[src/rtl/fitness_collector.sv]
// Fitness collector: gathers one frame of upstream values into a packed array, kicks
// the sorter, and waits (bounded) for it to finish before accepting the next frame.
// Frames longer than INPUTVALS beats are truncated and their tail is drained.
module fitness_collector #(
  parameter int unsigned INPUTVALS      = 16,
  parameter int unsigned INPUTBITWIDTHS = 32,
  parameter int unsigned TIMEOUT        = 1024
) (
  input  logic                                         clk,
  input  logic                                         reset,
  input  logic                                         in_valid,
  input  logic [INPUTBITWIDTHS-1:0]                    in_data,
  input  logic                                         in_last,
  output logic                                         in_ready,
  output logic                                         sortstart,
  output logic [INPUTVALS-1:0][INPUTBITWIDTHS-1:0]     needs_sorting,
  output logic [$clog2(INPUTVALS):0]                   valid_count,
  input  logic                                         sortdone,
  output logic                                         frame_done,
  output logic                                         overrun,
  output logic                                         error
);

  localparam int unsigned VcW  = $clog2(INPUTVALS) + 1;
  localparam int unsigned CntW = $clog2(TIMEOUT + 1);

  typedef enum logic [1:0] {
    StFill  = 2'd0,
    StStart = 2'd1,
    StWait  = 2'd2,
    StDrain = 2'd3
  } state_e;

  state_e                                   state_q, state_d;
  logic [INPUTVALS-1:0][INPUTBITWIDTHS-1:0] slots_q, slots_d;
  logic [VcW-1:0]                           count_q, count_d;
  logic [CntW-1:0]                          wait_q, wait_d;
  logic                                     drain_q, drain_d;
  logic                                     frame_done_q, frame_done_d;
  logic                                     overrun_q, overrun_d;
  logic                                     error_q, error_d;
  logic                                     accept;
  logic                                     enter_fill;
  logic                                     frame_full;

  assign accept     = in_valid && in_ready;
  assign frame_full = (count_q == VcW'(INPUTVALS - 1));

  // Next-state, datapath updates and state-decoded outputs.
  always_comb begin
    state_d      = state_q;
    slots_d      = slots_q;
    count_d      = count_q;
    wait_d       = wait_q;
    drain_d      = drain_q;
    frame_done_d = 1'b0;
    overrun_d    = 1'b0;
    error_d      = 1'b0;
    enter_fill   = 1'b0;
    sortstart    = 1'b0;
    in_ready     = 1'b0;

    case (state_q)
      StFill: begin
        in_ready = 1'b1;
        if (accept) begin
          for (int unsigned i = 0; i < INPUTVALS; i++) begin
            if (count_q == VcW'(i)) slots_d[i] = in_data;
          end
          count_d = count_q + VcW'(1);
          if (in_last || frame_full) begin
            state_d = StStart;
          end
          // Frame hit capacity without its last beat: flag it and drop the tail later.
          if (frame_full && !in_last) begin
            overrun_d = 1'b1;
            drain_d   = 1'b1;
          end
        end
      end
      StStart: begin
        sortstart = 1'b1;
        wait_d    = '0;
        state_d   = StWait;
      end
      StWait: begin
        wait_d = wait_q + CntW'(1);
        if (sortdone) begin
          frame_done_d = 1'b1;
          if (drain_q) state_d = StDrain;
          else         enter_fill = 1'b1;
        end else if (wait_q == CntW'(TIMEOUT - 1)) begin
          error_d = 1'b1;
          if (drain_q) state_d = StDrain;
          else         enter_fill = 1'b1;
        end
      end
      StDrain: begin
        in_ready = 1'b1;
        if (accept && in_last) begin
          drain_d    = 1'b0;
          enter_fill = 1'b1;
        end
      end
      default: begin
        error_d    = 1'b1;
        drain_d    = 1'b0;
        enter_fill = 1'b1;
      end
    endcase

    // Unfilled slots read as all-ones so they sort to the top.
    if (enter_fill) begin
      state_d = StFill;
      slots_d = '1;
      count_d = '0;
    end
  end

  // State and datapath registers with synchronous reset.
  always_ff @(posedge clk) begin
    if (reset) begin
      state_q      <= StFill;
      slots_q      <= '1;
      count_q      <= '0;
      wait_q       <= '0;
      drain_q      <= 1'b0;
      frame_done_q <= 1'b0;
      overrun_q    <= 1'b0;
      error_q      <= 1'b0;
    end else begin
      state_q      <= state_d;
      slots_q      <= slots_d;
      count_q      <= count_d;
      wait_q       <= wait_d;
      drain_q      <= drain_d;
      frame_done_q <= frame_done_d;
      overrun_q    <= overrun_d;
      error_q      <= error_d;
    end
  end

  assign needs_sorting = slots_q;
  assign valid_count   = count_q;
  assign frame_done    = frame_done_q;
  assign overrun       = overrun_q;
  assign error         = error_q;

endmodule

[config.mk]
export PLATFORM = sky130hd
export DESIGN_NAME = fitness_collector
export DESIGN_NICKNAME = d
export VERILOG_FILES = /design/src/rtl/fitness_collector.sv
export SDC_FILE = /design/constraint.sdc
export NUM_CORES = 1
export LEC_CHECK = 0
export CORE_AREA = 2 2 218 220
export CTS_CLUSTER_DIAMETER = 50
export DETAILED_ROUTE_END_ITERATION = 8
export DIE_AREA = 0 0 220 222
export PLACE_DENSITY = 0.72
export SLEW_MARGIN = 10
export SYNTH_ARGS = -nofsm -noshare
export SYNTH_HDL_FRONTEND = slang
export SYNTH_SLANG_ARGS = --single-unit
export TNS_END_PERCENT = 20
[constraint.sdc]
create_clock -name clk -period 5.1 [get_ports clk]
set_input_delay 1.02 -clock clk [delete_from_list [all_inputs] [get_ports clk]]
set_output_delay 1.02 -clock clk [all_outputs]
set_load 0.005 [all_outputs]
---- Word-level counts from Yosys, hierarchy flattened ----
Cells that the tools add are included.
cells by class
  reductions and logical operators ........ 34
  bitwise gates (word level) .............. 3
  multiplexer cells ....................... 21
  equality and inequality tests ........... 24
  add/subtract/negate cells ............... 2
operator list
  operator                                         count
  AND reduction 3 bit                              16
  == test 5 x 4 -> 1 bit, second input constant    8
  case mux 11 bit (2 select lines)                 1
  == test 5 x 3 -> 1 bit, second input constant    4
  two-way mux 1 bit                                12
  adder 11 x 1 -> 11 bit, second input constant    1
  == test 11 x 10 -> 1 bit, second input constant  1
  == test 5 x 2 -> 1 bit, second input constant    2
  two-way mux 2 bit                                5
  inequality test 2 bit, second input constant     4
  AND reduction 4 bit                              2
  case mux 2 bit (3 select lines)                  1
  OR reduction 2 bit                               3
  OR reduction 3 bit                               2
  adder 5 x 1 -> 5 bit, second input constant      1
  == test 5 x 1 -> 1 bit, second input constant    1
  zero test 5 bit                                  1
  == test 2 bit, second input constant             2
  case mux 1 bit (2 select lines)                  2
  nonzero test 2 bit                               2
  logical AND 1 bit                                3
  inequality test 3 bit, second input constant     1
  inverter 1 bit                                   3
  nonzero test 3 bit                               1
  other kinds (5)                                  5
word-level totals
  word-level logic and storage cells ...... 107
  output and inout port bits .............. 522
  bits in registers ....................... 534

---- Longest topological paths before layout ----
Gate-level depths: netlist of run 1.
  depth after elaboration ................. 8
  gate-level depth with buffers ........... 9
  gate-level depth less buffers ........... 7

---- Worst setup path after synthesis of run 1 ----
No wires, ideal clock.
  path kind ............................... input to register
  start ................................... input in_valid
  end ..................................... register slots_q (netlist bit needs_sorting[0])
  arrival ................................. 2.348 ns
  path slack .............................. 2.632 ns
  cell stages on the path ................. 7
  path buffers ............................ 3
  cell sequence ........................... and4b_1 -> a211oi_1 -> o21a_1 -> buf_6 -> buf_6 -> buf_6 -> nand3_2
between the ends
  longest elaborated chain between the ends .. 5
  elaborated cells between the ends (all ways) .. 6
  those cells by class .................... mux (2); reduce/logical (4)
ends and longest elaborated chain
  item                                 line  source
  start: declaration                   11    input logic in_valid,
  logical AND 1 bit *                  46    assign accept = in_valid && in_ready;
  logical AND 1 bit                    100   if (accept && in_last) begin
  two-way mux 1 bit                    100
  case mux 1 bit (2 select lines)      63    case (state_q)
  OR reduction 2 bit (no source line)  n/a
  end signal: assignment               133   slots_q <= slots_d;
  end: declaration                     35    logic [INPUTVALS-1:0][INPUTBITWIDTHS-1:0] slots_q, slots_d;
Every way passes the cells marked *; elsewhere a longest branch is shown, timed or not.
A chain may end at the register's enable or synchronous reset.

---- Final worst setup path of run 1 ----
  start ................................... register state_q[0]
  end ..................................... register slots_q (netlist bit needs_sorting[245])
between the ends
  longest elaborated chain between the ends .. 8
  elaborated cells between the ends (all ways) .. 11
  those cells by class .................... eq/ne (2); mux (3); reduce/logical (6)
ends and longest elaborated chain
  item                                                     line  source
  start: declaration                                       34    state_e state_q, state_d;
  start signal: assignment                                 123   state_q <= StFill;
  start signal: assignment                                 132   state_q <= state_d;
  == test 2 bit / zero test 2 bit (equally long branches)  63
  OR reduction 2 bit (no source line)                      n/a
  two-way mux 1 bit                                        63
  logical AND 1 bit                                        46
  logical AND 1 bit                                        100
  two-way mux 1 bit                                        100
  case mux 1 bit (2 select lines)                          63
  OR reduction 2 bit (no source line)                      n/a
Parallel ways exist; a longest one is shown, timed or not.

==> results.toml, run 1 <==
[detailed_routing]
routedWlPerCell_microns = 21.6
first_iter_violations = 1636
route.vias.total = 18800
drtPass1Iterations = 7
drtAntennaViolNets = 0
via_per_inst = 5.33
drc = 0
routed_wl_microns = 76100

[worst_setup_path]
reg2reg_setup_slack_ps = 1580
critPathSlowestCell = "a211oi_1"
crit_path_max_incr_delay_ps = 640
r2r_start = "state_q[0]"
cp_cell_sequence = "inv_1, ha_1, and4b_1, a211oi_1, o21a_4, buf_12, buf_4, nand3_1"
critPathLaunch = "state_q[0]"
path_max_fanout = 46
ff2ff_path_depth = 8
critPathTopFamily = "compound AO/OA/AOI/OAI gates"
cp.required_ps = 5550
startpoint_type = "flop"
critical_path_class = "reg2reg"
timing.rr.end = "needs_sorting[245]"
endpoint_kind = "flop"
cp_num_buf_inv = 3
cp.arrival_ps = 3980

[grt]
grt_pass1_wl_microns = 113000
grt_max_degree = 90
grt_pass1_vias = 18200
grt_antenna_before_repair = 1
overflow = 0
track_usage = 0.304

[worst_hold_path]
holdPathStages = 2
whs_endpoint = "needs_sorting[73]"
hold_path.class = "reg2reg"
min_from = "needs_sorting[73]"

[power]
power_density_nw_per_um2 = 386
irDropWorstVdd_v = 0.000372
p_leak_nw = 12.5

[logic_synthesis]
synthCells = 2447
yosys_warnings = 0
synth.distinct_cells = 39
synth_area_per_cell_sq_um = 8.20
synth_nets = 2495
synth-seq-cells = 534
synth.cell_area_sq_um = 20100
seq_area_frac_synth = 0.533

[timing]
fin_tns_setup_ps = 0
fin_crit_sh = 0.691
clock.fmax_mhz = 284
finalHoldViolCount = 0
finalMaxSlewViolations = 0
period_minus_slack_ps = 3520
finClkSkew_ps = 9.95
setup_viol = 0
rsz0062_at_grt = "false"
tightest_slew_ps = 1300
slew_headroom = 0.131

[clocking]
cts_hold_buf = 0
cts_resized = 0
clock_path_buffers = 3
postCtsSetupBuffers = 0
cts_tree = "built"
clock_latency_ps = 600
clk_pin_slew_worst_paths_ps = 60
cts_sinks = 534
h-tree-depth = 2
cts_buffers = 54
cts_root_buffer = "clkbuf_16"

[die]
pin_count = 559
initial_utilization = 0.434
die_w_microns = 220
die_area_sq_um = 48800
rows = 79
fp.dieH_microns = 222
design.core.area_sq_um = 46300

[finish]
syn2layout_area_growth_pct = 37.6
final_nets = 2928
fill_cells = 4011
drive_gt1_frac = 0.106
final_util = 0.597

[run]
drv_cap = 0

[placed_design]
gp_congestion = 0.834
port_buffers = 558
place_hpwl_microns = 50700

[run_status]
status = "complete, no violations"
-- cell usage after synthesis (all sizes together) --
| master | count | share of area |
|---|---|---|
| a2111oi | 1 | 0.00075 |
| a211oi | 2 | 0.00075 |
| a21oi | 5 | 0.0012 |
| a32o | 1 | 0.00050 |
| and2 | 1 | 0.00031 |
| and3 | 6 | 0.0019 |
| and3b | 2 | 0.00087 |
| and4b | 1 | 0.00050 |
| buf | 86 | 0.036 |
| clkbuf | 143 | 0.027 |
| clkinv | 1 | 0.00019 |
| dfxtp | 534 | 0.53 |
| ha | 11 | 0.0069 |
| inv | 11 | 0.0021 |
| mux2i | 2 | 0.0010 |
| nand2 | 1034 | 0.19 |
| nand2b | 7 | 0.0022 |
| nand3 | 529 | 0.17 |
| nand3b | 1 | 0.00037 |
| nand4 | 5 | 0.0019 |
| nand4bb | 1 | 0.00056 |
| nor2 | 14 | 0.0026 |
| nor2b | 6 | 0.0019 |
| nor3 | 15 | 0.0037 |
| nor4 | 2 | 0.00062 |
| nor4bb | 1 | 0.00050 |
| o211ai | 4 | 0.0015 |
| o21a | 1 | 0.00037 |
| o21ai | 4 | 0.0010 |
| o31a | 1 | 0.00044 |
| or3 | 2 | 0.00062 |
| or4 | 2 | 0.00075 |
| xnor2 | 6 | 0.0026 |
| xor2 | 5 | 0.0022 |
-- metrics by stage --
stage	hold slack [ps]	area (sq um)	std cells	total power, W	worst slack [ps]
final	464	27600	3533	0.0107	1580
after global routing	485	27600	3533	0.0110	1360
after CTS	470	27600	3532	0.0107	1650
after detailed placement	453	25700	3431	0.00651	1220
after global placement	448	25700	3431	0.00645	1380
after floorplan	452	20100	2447	0.00565	2630
-- kinds of logic (layout without fill, tap and decap cells) --
family,count (synthesis),after routing,synth area share
AOI/OAI and AO/OA,19,19,0.00655
xor gates and xnor gates,11,11,0.00480
adders and majority gates,11,11,0.00686
buffers and inverters,241,719,0.0655
DFF,534,534,0.533
muxes,2,2,0.000998
other,0,1,0
and+or+nand+nor,1629,1629,0.382
-- flip-flops by register name, indices dropped and copies added, names as in the netlist --
name / count
drain_q: 1
state_q: 2
needs_sorting: 512
error: 1
frame_done: 1
wait_q: 11
valid_count: 5
overrun: 1
-- placed cells by master, fill, tap and decap left out, types with 12 or more instances in the layout --
master	instances
nor3_2	12
nand3_1	375
clkbuf_8	15
buf_4	40
nand2_1	1034
clkbuf_16	57
clkdlybuf4s50_1	558
nor2_1	14
nand3_2	154
dfxtp_1	534
-- metal layers --
metal / up-vias / share of wire / GRT usage
met5: - / 0 / 0
met4: 0 / 0.035 / 0.116
met3: 151 / 0.11 / 0.0890
met2: 1015 / 0.47 / 0.497
met1: 8996 / 0.39 / 0.375
li1: 8686 / - / -
-- worst register-to-register path: stages (launching register included) --
cell	delay [ps]
dfxtp_1	430
inv_1	100
ha_1	600
and4b_1	270
a211oi_1	640
o21a_4	480
buf_12	310
buf_4	410
nand3_1	150
-- power by group --
part | switching, W | total (W) | leakage [nW] | internal [W]
sequential | 0.000155 | 0.00457 | 4.33 | 0.00441
clock | 0.00170 | 0.00421 | 0.936 | 0.00251
combinational | 0.00109 | 0.00187 | 7.27 | 0.000784
-- area by class of cell --
type	count	area [sq um]	area share
multi-input cells	1672	8140	0.295
clock buffers	80	1660	0.0603
diodes	1	2.50	0.0000907
well taps	607	759	0.0275
inverters	12	45.0	0.00163
repair buffers	606	6050	0.219
flip-flops and latches	534	10700	0.387
clock inverters	21	254	0.00920
-- worst max-delay path by stage --
stage / end / slack (ps) / cells past startpoint
2_1_floorplan: needs_sorting[0] / 2630 / 7
3_3_place_gp: needs_sorting[286] / 1380 / 7
3_5_place_dp: needs_sorting[346] / 1220 / 7
4_1_cts: needs_sorting[219] / 1650 / 8
5_1_grt: needs_sorting[190] / 1360 / 8
6_report: needs_sorting[245] / 1580 / 8
(Power assumes the default switching activity.)
==> run 2: changes to the inputs <==
Settings changed: CORE_AREA 2 2 218 220 to 2 2 220 222, DIE_AREA 0 0 220 222 to 0 0 222 224, PLACE_DENSITY 0.72 to 0.71.
Clock period 5.1 ns to 3.6 ns, I/O delays scaled along.
==> results.toml, run 2 (same netlist as run 1, synthesis figures left out) <==
[worst_setup_path]
cp.depth = 4
cp_num_buf_inv = 3
ff2ff_path_depth = 8
startpoint_type = "flop"
timing.rr.end = "needs_sorting[181]"
critical_path_class = "reg2out"
critPathLaunch = "state_q[0]"
crit_path_frequent_cell = "inv_1"
endpoint_kind = "output port"
crit_path_max_incr_delay_ps = 590
critPathSlowestCell = "ha_1"
cp_cell_sequence = "inv_1, ha_1, inv_1, clkdlybuf4s50_1"
critPathTopFamily = "buffers and inverters"
cp.required_ps = 2880
cp.arrival_ps = 2430
path_max_fanout = 16
cp-endpoint = "in_ready"
reg2reg_setup_slack_ps = 760
r2r_start = "state_q[0]"

[timing]
finClkSkew_ps = 13.9
slew_headroom = 0.259
finalHoldViolCount = 0
finalMaxSlewViolations = 0
fin_crit_sh = 0.875
clock.fmax_mhz = 317
period_minus_slack_ps = 3150
rsz0062_at_grt = "false"
setup_viol = 0
fin_tns_setup_ps = 0
tightest_slew_ps = 1110

[worst_hold_path]
holdPathStages = 2
hold_path.class = "reg2reg"

[grt]
overflow = 0
grt_pass1_vias = 18000
grt_antenna_before_repair = 0
track_usage = 0.296
grt_max_degree = 113
grt_pass1_wl_microns = 113000

[run_status]
status = "complete, no violations"

[clocking]
postCtsSetupBuffers = 0
cts_buffers = 54
cts_hold_buf = 0
cts_tree = "built"
h-tree-depth = 2
clock_latency_ps = 600
cts_root_buffer = "clkbuf_16"
cts_sinks = 534
clock_path_buffers = 3
cts_resized = 0
clk_pin_slew_worst_paths_ps = 60

[detailed_routing]
first_iter_violations = 1656
drc = 0
drtPass1Iterations = 5
via_per_inst = 5.31
routed_wl_microns = 76200
drtAntennaViolNets = 0
route.vias.total = 18900
routedWlPerCell_microns = 21.5

[die]
pin_count = 559
initial_utilization = 0.424
die_w_microns = 222
fp.dieH_microns = 224
rows = 80
die_area_sq_um = 49700
design.core.area_sq_um = 47300

[placed_design]
port_buffers = 558
gp_congestion = 0.865
place_hpwl_microns = 50800
dp_cells = 3451

[power]
p_leak_nw = 12.6
power_density_nw_per_um2 = 543
irDropWorstVdd_v = 0.000339

[finish]
layout_common_cells = "nand2_1 (1034), clkdlybuf4s50_1 (558), dfxtp_1 (534)"
largest_reg_flops = 512
drive_gt1_frac = 0.109
syn2layout_area_growth_pct = 38.0
final_nets = 2940
final_util = 0.584
final_common_cell = "nand2_1"
diodes = 0
layout.cells.non_filler = 3552

[run]
drv_cap = 0
[run 2: cell count changes in the layout (fill, tap and decap cells not counted), sizes merged]
| cell | delta |
|---|---|
| bufinv | +1 |
| inv | +1 |
| clkbuf | -6 |
| diode | -1 |
| clkinv | +5 |
| clkinvlp | -1 |
| buf | +12 |
[run 2: how the worst min path moves through the flow]
stage                            start            endpoint
floorplan                    wait_q[1]           wait_q[1]
global placement    needs_sorting[186]  needs_sorting[186]
detailed placement  needs_sorting[163]  needs_sorting[163]
CTS                 needs_sorting[121]  needs_sorting[121]
global route        needs_sorting[506]  needs_sorting[506]
finish              needs_sorting[165]  needs_sorting[165]
[run 2: per-layer routing]
metal,vias up,routed length [microns],global-route usage
met1,8988,30400,0.369
met3,182,8120,0.0909
met5,-,0,0
met4,0,2870,0.121
li1,8699,-,-
met2,986,34800,0.477
[run 2: layout make-up]
| cell class | count | area (sq um) |
|---|---|---|
| Clock buffer | 74 | 1540 |
| Fill cell | 4166 | 19700 |
| Timing Repair Buffer | 618 | 6170 |
| Inverter | 12 | 45.0 |
| Tap cell | 615 | 769 |
| Clock inverter | 27 | 319 |
| Sequential cell | 534 | 10700 |
| Multi-Input combinational cell | 1672 | 8130 |
[run 2: through the flow]
stage / power [W] / cell area, sq um / hold WS (ps) / worst slack, ps
2_1_floorplan: 0.00801 / 20100 / 452 / 1350
3_3_place_gp: 0.00919 / 25800 / 450 / 729
3_5_place_dp: 0.00927 / 25800 / 453 / 658
4_1_cts: 0.0151 / 27700 / 468 / 438
5_1_grt: 0.0155 / 27700 / 487 / 361
6_report: 0.0150 / 27700 / 465 / 450
[run 2: worst min-delay path, cell delays in order, from the launching register on]
cell	delay, ps
dfxtp_1	320
nand2_1	50
nand3_1	60
[run 2: report_power, final]
group          internal [W]  total [W]  leakage (nW)  switching, W
registers           0.00625    0.00647          4.33      0.000218
clock network       0.00344    0.00586         0.911       0.00243
logic               0.00114    0.00269          7.34       0.00155
total                0.0108     0.0150          12.6       0.00419
